## config.mk

```make
export PLATFORM = sky130hd
export DESIGN_NAME = ibex_mult_pext_seq
export DESIGN_NICKNAME = d
export VERILOG_FILES = /design/src/rtl/ibex_pkg_pext.sv /design/src/rtl/ibex_mult_pext_sat.sv /design/src/rtl/ibex_mult_pext_seq.sv
export SDC_FILE = /design/constraint.sdc
export NUM_CORES = 1
export LEC_CHECK = 0
export CAP_MARGIN = 20
export CORE_MARGIN = 3
export CORE_UTILIZATION = 40
export DETAILED_ROUTE_END_ITERATION = 16
export RECOVER_POWER = 100
export SYNTH_ARGS = -nofsm -noshare
export SYNTH_HDL_FRONTEND = slang
export SYNTH_HIERARCHICAL = 1
export SYNTH_SLANG_ARGS = --single-unit
```

## constraint.sdc

```tcl
create_clock -name clk_i -period 5.4 [get_ports clk_i]
set_clock_uncertainty 0.1 [all_clocks]
set_input_delay 0.81 -clock clk_i [delete_from_list [all_inputs] [get_ports clk_i]]
set_output_delay 0.81 -clock clk_i [all_outputs]
set_load 0.005 [all_outputs]
```

## src/rtl/ibex_pkg_pext.sv

```systemverilog
// ibex_pkg_pext: shared FSM state type and rounding constant for the sequential P-ext multiplier
package ibex_pkg_pext;
    typedef enum logic [1:0] {IDLE, CYC1, CYC2} mult_seq_state_e;
    localparam logic [63:0] ROUND_C = 64'h0000_0000_8000_0000;
endpackage

```

## src/rtl/ibex_mult_pext_sat.sv

```systemverilog
// ibex_mult_pext_sat: signed 32-bit add/sub with optional saturation of the 33-bit sum
module ibex_mult_pext_sat (
    input  logic [31:0] a,
    input  logic [31:0] b,
    input  logic        sub,
    input  logic        sat,
    output logic [31:0] res,
    output logic        ov
);
    logic [32:0] sum;
    // overflow shows as disagreement between the two top bits of the 33-bit sum
    always_comb begin
        sum = sub ? {a[31], a} - {b[31], b} : {a[31], a} + {b[31], b};
        ov = sat & (sum[32] ^ sum[31]);
        res = ov ? (sum[32] ? 32'h8000_0000 : 32'h7fff_ffff) : sum[31:0];
    end
endmodule

```

## src/rtl/ibex_mult_pext_seq.sv

```systemverilog
// ibex_mult_pext_seq: 1/2/3-cycle sequencer combining 33x16 partial products with optional accumulate
module ibex_mult_pext_seq
    import ibex_pkg_pext::*;
(
    input  logic        clk_i,
    input  logic        rst_i,
    input  logic        mult_en_i,
    input  logic [1:0]  cycle_count_i,
    input  logic        accum_i,
    input  logic        sub_i,
    input  logic        sat_i,
    input  logic        round_i,
    input  logic        out_lo_i,
    input  logic [48:0] pp_i,
    input  logic [31:0] single_i,
    input  logic [31:0] rd_i,
    output logic        b_half_o,
    output logic [31:0] result_o,
    output logic        valid_o,
    output logic        ov_o
);
    mult_seq_state_e state_q, state_d;
    logic [63:0] imd_q, imd_d, pp_ext, full, rnd;
    logic [31:0] word, acc_res;
    logic        acc_ov;

    ibex_mult_pext_sat u_sat (
        .a   (rd_i),
        .b   (imd_q[31:0]),
        .sub (sub_i),
        .sat (sat_i),
        .res (acc_res),
        .ov  (acc_ov)
    );

    // state and intermediate product; reset clears any residue of an aborted op
    always_ff @(posedge clk_i or posedge rst_i) begin
        if (rst_i) begin
            state_q <= IDLE;
            imd_q <= '0;
        end else begin
            state_q <= state_d;
            imd_q <= imd_d;
        end
    end

    // next state, datapath and outputs; reset forces outputs low without waiting for an edge
    always_comb begin
        state_d = state_q;
        imd_d = imd_q;
        b_half_o = 1'b0;
        valid_o = 1'b0;
        ov_o = 1'b0;
        result_o = '0;
        pp_ext = {{15{pp_i[48]}}, pp_i};
        full = imd_q + (pp_ext << 16);
        rnd = full + (round_i ? ROUND_C : 64'd0);
        word = out_lo_i ? full[31:0] : rnd[63:32];
        case (state_q)
            IDLE: begin
                if (mult_en_i && !cycle_count_i[0]) begin
                    valid_o = 1'b1;
                    result_o = single_i;
                end else if (mult_en_i) begin
                    imd_d = pp_ext;
                    state_d = CYC1;
                end
            end
            CYC1: begin
                b_half_o = 1'b1;
                state_d = IDLE;
                if (!mult_en_i) begin
                    imd_d = '0;
                end else if (cycle_count_i[1]) begin
                    imd_d[31:0] = word;
                    state_d = CYC2;
                end else begin
                    valid_o = 1'b1;
                    result_o = word;
                end
            end
            CYC2: begin
                state_d = IDLE;
                if (!mult_en_i) begin
                    imd_d = '0;
                end else begin
                    valid_o = 1'b1;
                    result_o = accum_i ? acc_res : imd_q[31:0];
                    ov_o = accum_i & acc_ov;
                end
            end
            default: state_d = IDLE;
        endcase
        if (rst_i) {b_half_o, valid_o, ov_o, result_o} = '0;
    end
endmodule

```

==> out/qor.yml <==
vias: 14600
gp_congestion: 1.06
drtPass1Iterations: 5
p_switching_mw: 5.62
die_w_um: 170
antennaDiodeCount: 0
outcome: "finished with violations"
grt_usage_pct: 36.5
syn_area_per_cell_um2: 7.07
clkTransAtPathRegs_ns: 0.08
drc_errors: 0
netlist_area_mm2: 0.0107
crit_type: "register to output pin"
place_ws_ns: -1.60
n_fill_cell: 2440
p_int_mw: 5.54
min_path_cells: 2
synth_top_area_share_pct: 11.9
cap_viol_max_count: 2
hp-class: "register to register"
ant_nets: 0
ys_types: 98
drv_slew: 29
synthTopCellsByArea: "dfrtp_1 12%, ha_1 9.9%, a21oi_1 8.2%"
fin_ws_ns: -1.06
gr-total-overflow: 0
final_layout_size_suffix_gt1_share_pct: 32.0
power_density_mw_per_mm2: 670
end_kind: "output pin"
clkPwrFrac_pct: 3.6
grt_pass1_vias: 14200
p_sw_share_pct: 50.4
clk_latency_ns: 0.31
r2r_cells: 22
cts_made_buffers: 5
die_h_um: 170
slowest_stage: "or4_4"
p_seq_share_pct: 6.3
power_frac_comb_pct: 90.2
netlist_top_cells_count: "176 x a21oi_1, 158 x nor2_1, 154 x nand2_1"
grt_pass1_wl_um: 81400
tightest_slew_ns: 2.03
async_flop_share_pct: 100
slowest_delay_ns: 0.54
cp.required_ns: 4.49
violations: "max-capacitance violations, max-slew violations, negative setup slack"
period_share_pct: 120
crit_chain: "or4_4 > or3_4 > or3_4 > o21bai_1 > xor2_1 > ha_1 > a21o_1 > and2_4 > nor4_4 > o21bai_2 > a2111oi_4 > o22ai_2 > xnor2_2 > buf_4 > and3_4 > buf_12 > buf_6 > a21oi_2 > mux2_4 > a222oi_1 > nor2_1 > buf_2"
core_mm2: 0.0262
io_pins: 158
rsz0062_at_grt: "yes"
max-vdd-ir-drop_uv: 334
hold_violations: 0
ys_ff_latch: 51
num-nets-final: 2328
cts_tree: "yes"
drt_iter0_markers: 1415
fmax_mhz: 155
clock_path_buffers: 2
crit_buf_inv: 4
setup_viol: 33
dp_hpwl_um: 44900
totalWireLength_um: 54500
arrival_ns: 5.55
post-route-min-period_ns: 6.46
ys_warn_count: 6
synthesis.nets: 1730
cts_sinks: 51
synth_area_leader_cell: "dfrtp_1"
initial_core_util_pct: 41.0
cts_root_buf: "clkbuf_16"
fin_util_pct: 63.6
avgRoutedWirePerCell_um: 22.2
synth_flop_cell: "dfrtp_1"
slew_headroom_pct: -35.5
antenna_found_initial: 2
syn_inst: 1520
vias_per_cell: 5.95
syn_to_final_growth_pct: 55.1
row_count: 59
crit_fanout: 5
cts_htree_levels: 2
crit_cells: 22
synth-edff-count: 0
grt_max_degree: 49
dieArea_mm2: 0.0288
synth-seq-area-share_pct: 11.9
port_buffers: 157
start_kind: "register"
power_leakage_nw: 7.50
crit_family: "simple AND/OR/NAND/NOR gates"
worst_path_most_repeated_cell: "or3_4"
synth_most_common_cell: "a21oi_1"
## sequential cells by signal, indices dropped and copies added, names as in the netlist
signal,count
state_q,2
imd_q,49
## metal layers
metal / part of all wire (%) / wire [µm] / vias up / global-route usage, %
li1: - / - / 6902 / -
met1: 41 / 22100 / 6905 / 45.5
met2: 47 / 25500 / 640 / 62.1
met3: 6.2 / 3400 / 146 / 3.62
met4: 6.3 / 3460 / 2 / 19.6
met5: 0.024 / 13 / - / 0
## power groups by stage
stage                     combinational, mW  clock (mW)  sequential [mW]
final                                  10.1       0.396            0.700
after global routing                   10.7       0.412            0.718
after CTS                              9.63       0.406            0.698
after detailed placement               9.27           0            0.706
after global placement                 9.18           0            0.699
after floorplan                        4.90           0            0.770
## layout make-up
class	instances	area [µm²]	share of cell area, %
multi-input cells	1352	9300	55.8
flip-flops and latches	51	1280	7.66
inverters	32	120	0.721
clock inverters	3	46.3	0.278
well taps	335	419	2.52
clock buffers	5	125	0.751
repair buffers	676	5370	32.2
## layout by cell type (no fill, tap or decap), types with 17 or more instances in the layout
cell and n:
a21o_1 22, a21oi_1 163, a21oi_2 17, a221oi_1 17, a31oi_1 18, and3_1 24, buf_2 34, buf_4 486
clkdlybuf4s50_1 117, dfrtp_1 51, ha_1 81, inv_1 31, mux2i_1 26, nand2_1 154, nand2b_1 20, nand3_1 30
nand4_1 25, nor2_1 156, nor3_1 40, o211ai_1 23, o21a_1 19, o21ai_0 83, o21ai_1 17, xnor2_1 64
xor2_1 37
## cell families (layout without fill, tap and decap cells)
group / Yosys count / after routing / synth area share (%)
multiplexers: 41 / 41 / 3.98
AND/OR/NAND/NOR: 586 / 586 / 27.7
XOR/XNOR: 106 / 106 / 9.06
AO/OA/AOI/OAI: 532 / 532 / 32.2
buffers and inverters: 117 / 716 / 4.89
adder cells (fa/ha/maj): 87 / 87 / 10.3
flip-flops: 51 / 51 / 11.9
## worst register-to-register path: stages, from the launching register on
cell       delay, ns
dfrtp_1         0.38
buf_4           0.15
ha_1            0.20
inv_1           0.07
fa_1            0.19
and2b_1         0.23
clkbuf_1        0.13
o2111ai_1       0.32
nand3_2         0.16
a211oi_1        0.27
xnor2_1         0.19
ha_1            0.23
o31ai_1         0.09
a21oi_1         0.20
nand4b_1        0.15
clkbuf_1        0.16
nor4_1          0.28
clkbuf_1        0.18
nand4_1         0.15
buf_4           0.17
or4b_1          0.52
a31oi_1         0.20
a211o_1         0.17
## final timing paths
check / slack [ns] / startpoint / to
max: -1.06 / imd_q[16] / result_o[7]
max reg2reg: 0.45 / imd_q[16] / imd_q[31]
min reg2reg: 0.40 / imd_q[37] / imd_q[37]
min in group asynchronous: 1.20 / rst_i / imd_q[22]
max in group asynchronous: 1.59 / rst_i / imd_q[35]
min: 0.40 / imd_q[37] / imd_q[37]
## stage by stage
step	setup TNS, ns	cell area [µm²]	hold slack, ns	power [mW]	instances
2_1_floorplan	-6.68	10800	0.354	5.67	1520
3_3_place_gp	-37.17	16100	0.369	9.88	2416
3_5_place_dp	-40.44	16100	0.377	9.98	2416
4_1_cts	-32.75	16400	0.395	10.7	2443
5_1_grt	-37.67	16700	0.425	11.9	2454
6_report	-30.81	16700	0.396	11.2	2454
## timing repair
item,4_1_cts,5_1_grt
pin swaps,61,52
setup buffers,18,10
gates resized for setup,172,43
cloned,1,0
setup endpoints to repair,36,36
hold buffers,0,0
(Power assumes the default switching activity.)
